[config.mk]
export PLATFORM = sky130hd
export DESIGN_NAME = ifetch_stage
export DESIGN_NICKNAME = d
export VERILOG_FILES = /design/src/rtl/ifetch_stage.sv
export SDC_FILE = /design/constraint.sdc
export NUM_CORES = 1
export LEC_CHECK = 0
export ABC_AREA = 1
export BUFFER_PORTS_ARGS = -buffer_cell sky130_fd_sc_hd__buf_4
export CAP_MARGIN = 25
export CORE_UTILIZATION = 30
export CTS_BUF_LIST = sky130_fd_sc_hd__clkbuf_2
export DETAILED_ROUTE_END_ITERATION = 16
export GPL_ROUTABILITY_DRIVEN = 0
export GPL_TIMING_DRIVEN = 0
export SYNTH_ARGS = -nofsm -noshare
export SYNTH_HDL_FRONTEND = slang
export SYNTH_SLANG_ARGS = --single-unit
[constraint.sdc]
create_clock -name clk -period 2.2 [get_ports clk]
set_input_delay 0.22 -clock clk [delete_from_list [all_inputs] [get_ports clk]]
set_output_delay 0.22 -clock clk [all_outputs]
set_load 0.01 [all_outputs]
[src/rtl/ifetch_stage.sv]
`default_nettype none
// ============================================================================
// Module   : ifetch_stage
// Brief    : miniLA instruction fetch stage; owns the PC, fetches over a
//            req/ack memory port and holds one instruction for decode.
// Revision : 1.0 - initial release
// ============================================================================
module ifetch_stage #(
    parameter logic [31:0] RESET_PC = 32'h0000_0000,
    parameter int          CNT_W    = 32
) (
    input  logic             clk,
    input  logic             rst,
    output logic             imem_req,
    output logic [31:0]      imem_addr,
    input  logic             imem_ack,
    input  logic [31:0]      imem_rdata,
    output logic [31:0]      inst,
    output logic [31:0]      pc,
    output logic [31:0]      pc4,
    output logic             inst_valid,
    input  logic             inst_ready,
    input  logic             redirect,
    input  logic [31:0]      redirect_pc,
    input  logic             flush,
    input  logic [31:0]      flush_pc,
    output logic             fetch_err,
    output logic [CNT_W-1:0] fetch_cnt
);

    localparam logic [2:0] c_IDLE = 3'd0;
    localparam logic [2:0] c_REQ  = 3'd1;
    localparam logic [2:0] c_DROP = 3'd2;
    localparam logic [2:0] c_HOLD = 3'd3;
    localparam logic [2:0] c_ERR  = 3'd4;

    logic [2:0]       r_state;
    logic [31:0]      r_fetch_pc;
    logic [31:0]      r_pend_pc;
    logic [31:0]      r_inst;
    logic [31:0]      r_pc;
    logic [CNT_W-1:0] r_fetch_cnt;

    logic [2:0]  w_state_nxt;
    logic [31:0] w_target;
    logic        w_load_fpc;
    logic        w_load_pend;
    logic        w_load_inst;
    logic        w_cnt_inc;
    logic [2:0]  w_go;

    // Every new fetch address lands in REQ unless it is misaligned
    assign w_go = (w_target[1:0] == 2'b00) ? c_REQ : c_ERR;

    always_ff @(posedge clk) begin
        if (rst) begin
            r_state <= c_IDLE;
        end else begin
            r_state <= w_state_nxt;
        end
    end

    always_comb begin
        w_state_nxt = r_state;
        w_target    = r_fetch_pc;
        w_load_fpc  = 1'b0;
        w_load_pend = 1'b0;
        w_load_inst = 1'b0;
        w_cnt_inc   = 1'b0;
        case (r_state)
            c_IDLE: w_state_nxt = c_REQ;
            c_REQ: begin
                if (flush) begin
                    w_target = flush_pc;
                    if (imem_ack) begin
                        w_load_fpc  = 1'b1;
                        w_state_nxt = w_go;
                    end else begin
                        w_load_pend = 1'b1;
                        w_state_nxt = c_DROP;
                    end
                end else if (imem_ack) begin
                    w_load_inst = 1'b1;
                    w_state_nxt = c_HOLD;
                end
            end
            c_DROP: begin
                // A flush arriving with the ack still wins as the target
                w_target = flush ? flush_pc : r_pend_pc;
                if (imem_ack) begin
                    w_load_fpc  = 1'b1;
                    w_state_nxt = w_go;
                end else if (flush) begin
                    w_load_pend = 1'b1;
                end
            end
            c_HOLD: begin
                if (flush) begin
                    w_target    = flush_pc;
                    w_load_fpc  = 1'b1;
                    w_state_nxt = w_go;
                end else if (inst_ready) begin
                    w_target    = redirect ? redirect_pc : r_pc + 32'd4;
                    w_load_fpc  = 1'b1;
                    w_cnt_inc   = 1'b1;
                    w_state_nxt = w_go;
                end
            end
            c_ERR: begin
                w_target = flush_pc;
                if (flush && (flush_pc[1:0] == 2'b00)) begin
                    w_load_fpc  = 1'b1;
                    w_state_nxt = c_REQ;
                end
            end
            default: w_state_nxt = c_IDLE;
        endcase
    end

    always_ff @(posedge clk) begin
        if (rst) begin
            r_fetch_pc  <= RESET_PC;
            r_pend_pc   <= RESET_PC;
            r_inst      <= 32'd0;
            r_pc        <= 32'd0;
            r_fetch_cnt <= '0;
        end else begin
            if (w_load_fpc) begin
                r_fetch_pc <= w_target;
            end
            if (w_load_pend) begin
                r_pend_pc <= w_target;
            end
            if (w_load_inst) begin
                r_inst <= imem_rdata;
                r_pc   <= r_fetch_pc;
            end
            if (w_cnt_inc) begin
                r_fetch_cnt <= r_fetch_cnt + 1'b1;
            end
        end
    end

    always_comb begin
        imem_req   = (r_state == c_REQ) || (r_state == c_DROP);
        inst_valid = (r_state == c_HOLD);
        fetch_err  = (r_state == c_ERR);
    end

    assign imem_addr = r_fetch_pc;
    assign inst      = r_inst;
    assign pc        = r_pc;
    assign pc4       = r_pc + 32'd4;
    assign fetch_cnt = r_fetch_cnt;

endmodule
`default_nettype wire
==> flow_metrics.py <==
metrics = {
    "outcome": {
        "outcome": "finished with violations",
        "violations": "design-rule violations, negative setup slack",
    },
    "cells_and_area": {
        "fillers": 3081,
        "final_nets": 2061,
        "syn2layout_area_growth_pct": 50.9,
        "drive_above_1_share": 0.274,
        "final_cells": 2368,
        "design_area_um2": 14300,
    },
    "place": {
        "dpl_cell_area_um2": 12000,
        "io_buffers": 263,
        "dp_cells": 2183,
        "dp_hpwl_mm": 31.6,
    },
    "pwr": {
        "leakagePower_uw": 0.00632,
        "power_density_nw_per_um2": 810,
        "peakVddDrop_mv": 0.353,
        "p_total_uw": 11600,
    },
    "cts": {
        "clk_latency_ns": 0.83,
        "cts_buffer_depth": 2,
        "clockRootBuffer": "clkbuf_2",
        "cts_buffers": 17,
        "cts-htree-levels": 4,
        "clock-sinks": 163,
        "cts_tree": "built",
        "path_clk_slew_ns": 0.28,
    },
    "global_routing": {
        "grt_max_degree": 17,
        "antenna_found_initial": 2,
        "gr-total-overflow": 0,
        "first_global_vias": 11706,
        "track_usage": 0.262,
        "grt_pass1_wl_mm": 66.0,
    },
    "critical_path": {
        "critPathSlowestCell": "dfxtp_4",
        "required_ns": 1.98,
        "start_kind": "flop",
        "worstPathMaxFanout": 8,
        "crit_chain": "ha_4, nand2_4, nor2_4, nand2_4, nor2_4, nand3_2, and2_1, buf_4",
        "path_class": "reg -> out",
        "path_delay_family": "simple AND/OR/NAND/NOR gates",
        "end_kind": "output pin",
        "worstPathArrival_ns": 2.28,
        "critPathBufInv": 1,
        "cp_slowest_stage_delay_ns": 0.44,
    },
    "logic_synthesis": {
        "ys_top_cells_by_count": "339 x nand2_1, 226 x nor2_1, 163 x dfxtp_1, 162 x a21oi_1, 152 x o21ai_0",
        "synthCells": 1524,
        "synth.net_count": 1628,
        "synthesis.area_um2": 9490,
        "synth_top_area_frac": 0.344,
        "syn_avg_cell_area_um2": 6.23,
        "synth_flop_cell": "dfxtp_1",
        "postSynth.asyncResetShare": 0,
        "synth_most_common_cell": "nand2_1",
        "yosys_warnings": 0,
        "synth_edf_count": 0,
        "yosys_register_bits": 163,
        "yosys.cell_types.count": 41,
        "netlist_top_cells_area": "dfxtp_1 34%, nand2_1 13%, nor2_1 8.9%",
        "yosysSeqAreaShare": 0.344,
        "yosysTopAreaCell": "dfxtp_1",
    },
    "timing": {
        "period_share": 1.14,
        "slew_violations": 0,
        "max_freq_ghz": 0.399,
        "setup_viol": 27,
        "fin_crit_ns": 2.50,
        "worst_pin_slew_ns": 0.948,
        "hold_viol": 0,
        "max_slew_margin": 0.368,
        "rsz0062_at_grt": "true",
        "clock-skew-final_ns": 0.0874,
        "setup_slack_ns": -0.303,
    },
    "routing": {
        "via_count": 12354,
        "dr.pass1.iters": 12,
        "drt-initial-drc-count": 1390,
        "ant_nets": 0,
        "wl_mm": 44.1,
        "routedWlPerCell_um": 18.6,
        "avgViaCountPerCell": 5.22,
        "post-route-drc-count": 18,
    },
    "run": {
        "drv_cap": 0,
    },
    "floorplanning": {
        "dieArea_um2": 32400,
        "coreArea_um2": 30800,
        "start_util": 0.308,
        "die_w_um": 180,
        "rows": 64,
        "ios": 265,
        "die_h_um": 180,
    },
    "hold_path": {
        "hold_class": "in -> reg",
    },
}
-- sequential cells by signal (all words and copies together) (netlist names) --
register   flops
inst          32
pc            32
r_pend_pc     32
imem_addr     32
fetch_cnt     32
r_state        3
-- worst register-to-register path: cells and delay by family, from the launching register on --
family | cells | cell delay [ns]
AOI/OAI and AO/OA | 1 | 0.13
adders and majority gates | 1 | 0.16
buffers and inverters | 6 | 0.54
DFF | 1 | 0.44
and+or+nand+nor | 11 | 1.03
-- per-stage QoR --
step            util  TNS (ns)  hold slack, ns  setup slack [ns]
3_5_place_dp   0.388     -4.46           0.446            -0.252
3_3_place_gp   0.388     -4.43           0.442            -0.265
2_1_floorplan      -         0           0.355             0.311
4_1_cts        0.453     -6.46          0.0364            -0.294
5_1_grt        0.465    -10.28          0.0571            -0.462
6_report       0.465     -5.66           0.135            -0.303
-- cell type report --
type | instances | area (um2) | area share
Antenna cell | 2 | 5.00 | 0.000349
Buffer | 77 | 349 | 0.0244
Clock buffer | 18 | 90.1 | 0.00629
Clock inverter | 14 | 179 | 0.0125
Inverter | 155 | 587 | 0.0410
Multi-Input combinational cell | 1128 | 5820 | 0.406
Sequential cell | 163 | 3360 | 0.235
Tap cell | 396 | 495 | 0.0346
Timing Repair Buffer | 415 | 3440 | 0.240
-- layout by cell type (no fill, tap or decap), types with 14 or more instances in the layout --
| cell | count |
|---|---|
| dlygate4sd3_1 | 96 |
| nor2_1 | 190 |
| buf_4 | 307 |
| o21ai_1 | 32 |
| nand2_2 | 25 |
| dfxtp_4 | 23 |
| clkbuf_2 | 22 |
| dfxtp_1 | 131 |
| buf_6 | 18 |
| buf_2 | 20 |
| clkbuf_1 | 40 |
| nor2_4 | 31 |
| o211ai_1 | 14 |
| nand3_1 | 57 |
| nand2_1 | 310 |
| nor3_1 | 18 |
| o21ai_0 | 148 |
| a21oi_1 | 161 |
| a211oi_1 | 26 |
| inv_1 | 141 |
-- routing by layer --
metal,global-route usage,share of wire,vias to the layer above
li1,-,-,5848
met1,0.329,0.41,5651
met2,0.425,0.45,722
met3,0.0610,0.099,133
met4,0.119,0.045,0
met5,0,0,-
-- worst paths after layout --
check	from	slack, ns	depth (start not counted)	end
worst max-delay path	pc[3]	-0.30	8	pc4[22]
worst min-delay path	redirect_pc[9]	0.13	7	imem_addr[9]
worst max register to register	pc[3]	-0.14	19	r_pend_pc[28]
worst min register to register	r_pend_pc[28]	0.48	2	r_pend_pc[28]
-- where the power goes --
group / internal [uW] / leakage (uW) / switching, uW
clock: 659 / 0.000152 / 1270
sequential: 3530 / 0.00135 / 660
combinational: 2210 / 0.00482 / 3270
-- logic make-up after synthesis --
kind of cell,after synthesis,share of synthesized area
buf+inv,233,0.0978
simple gates,709,0.313
fa+ha+maj,2,0.00264
compound gates,397,0.224
xor+xnor,20,0.0185
flops,163,0.344
-- what timing repair did --
| action | 4_1_cts | 5_1_grt |
|---|---|---|
| pin swaps | 25 | 27 |
| gates resized for setup | 139 | 86 |
| hold buffers | 96 | 0 |
| endpoints found under the setup margin | 59 | 82 |
| setup buffers | 52 | 10 |
| hold endpoints to repair | 102 | 0 |
Note: power is estimated with default switching activity, not from simulation.
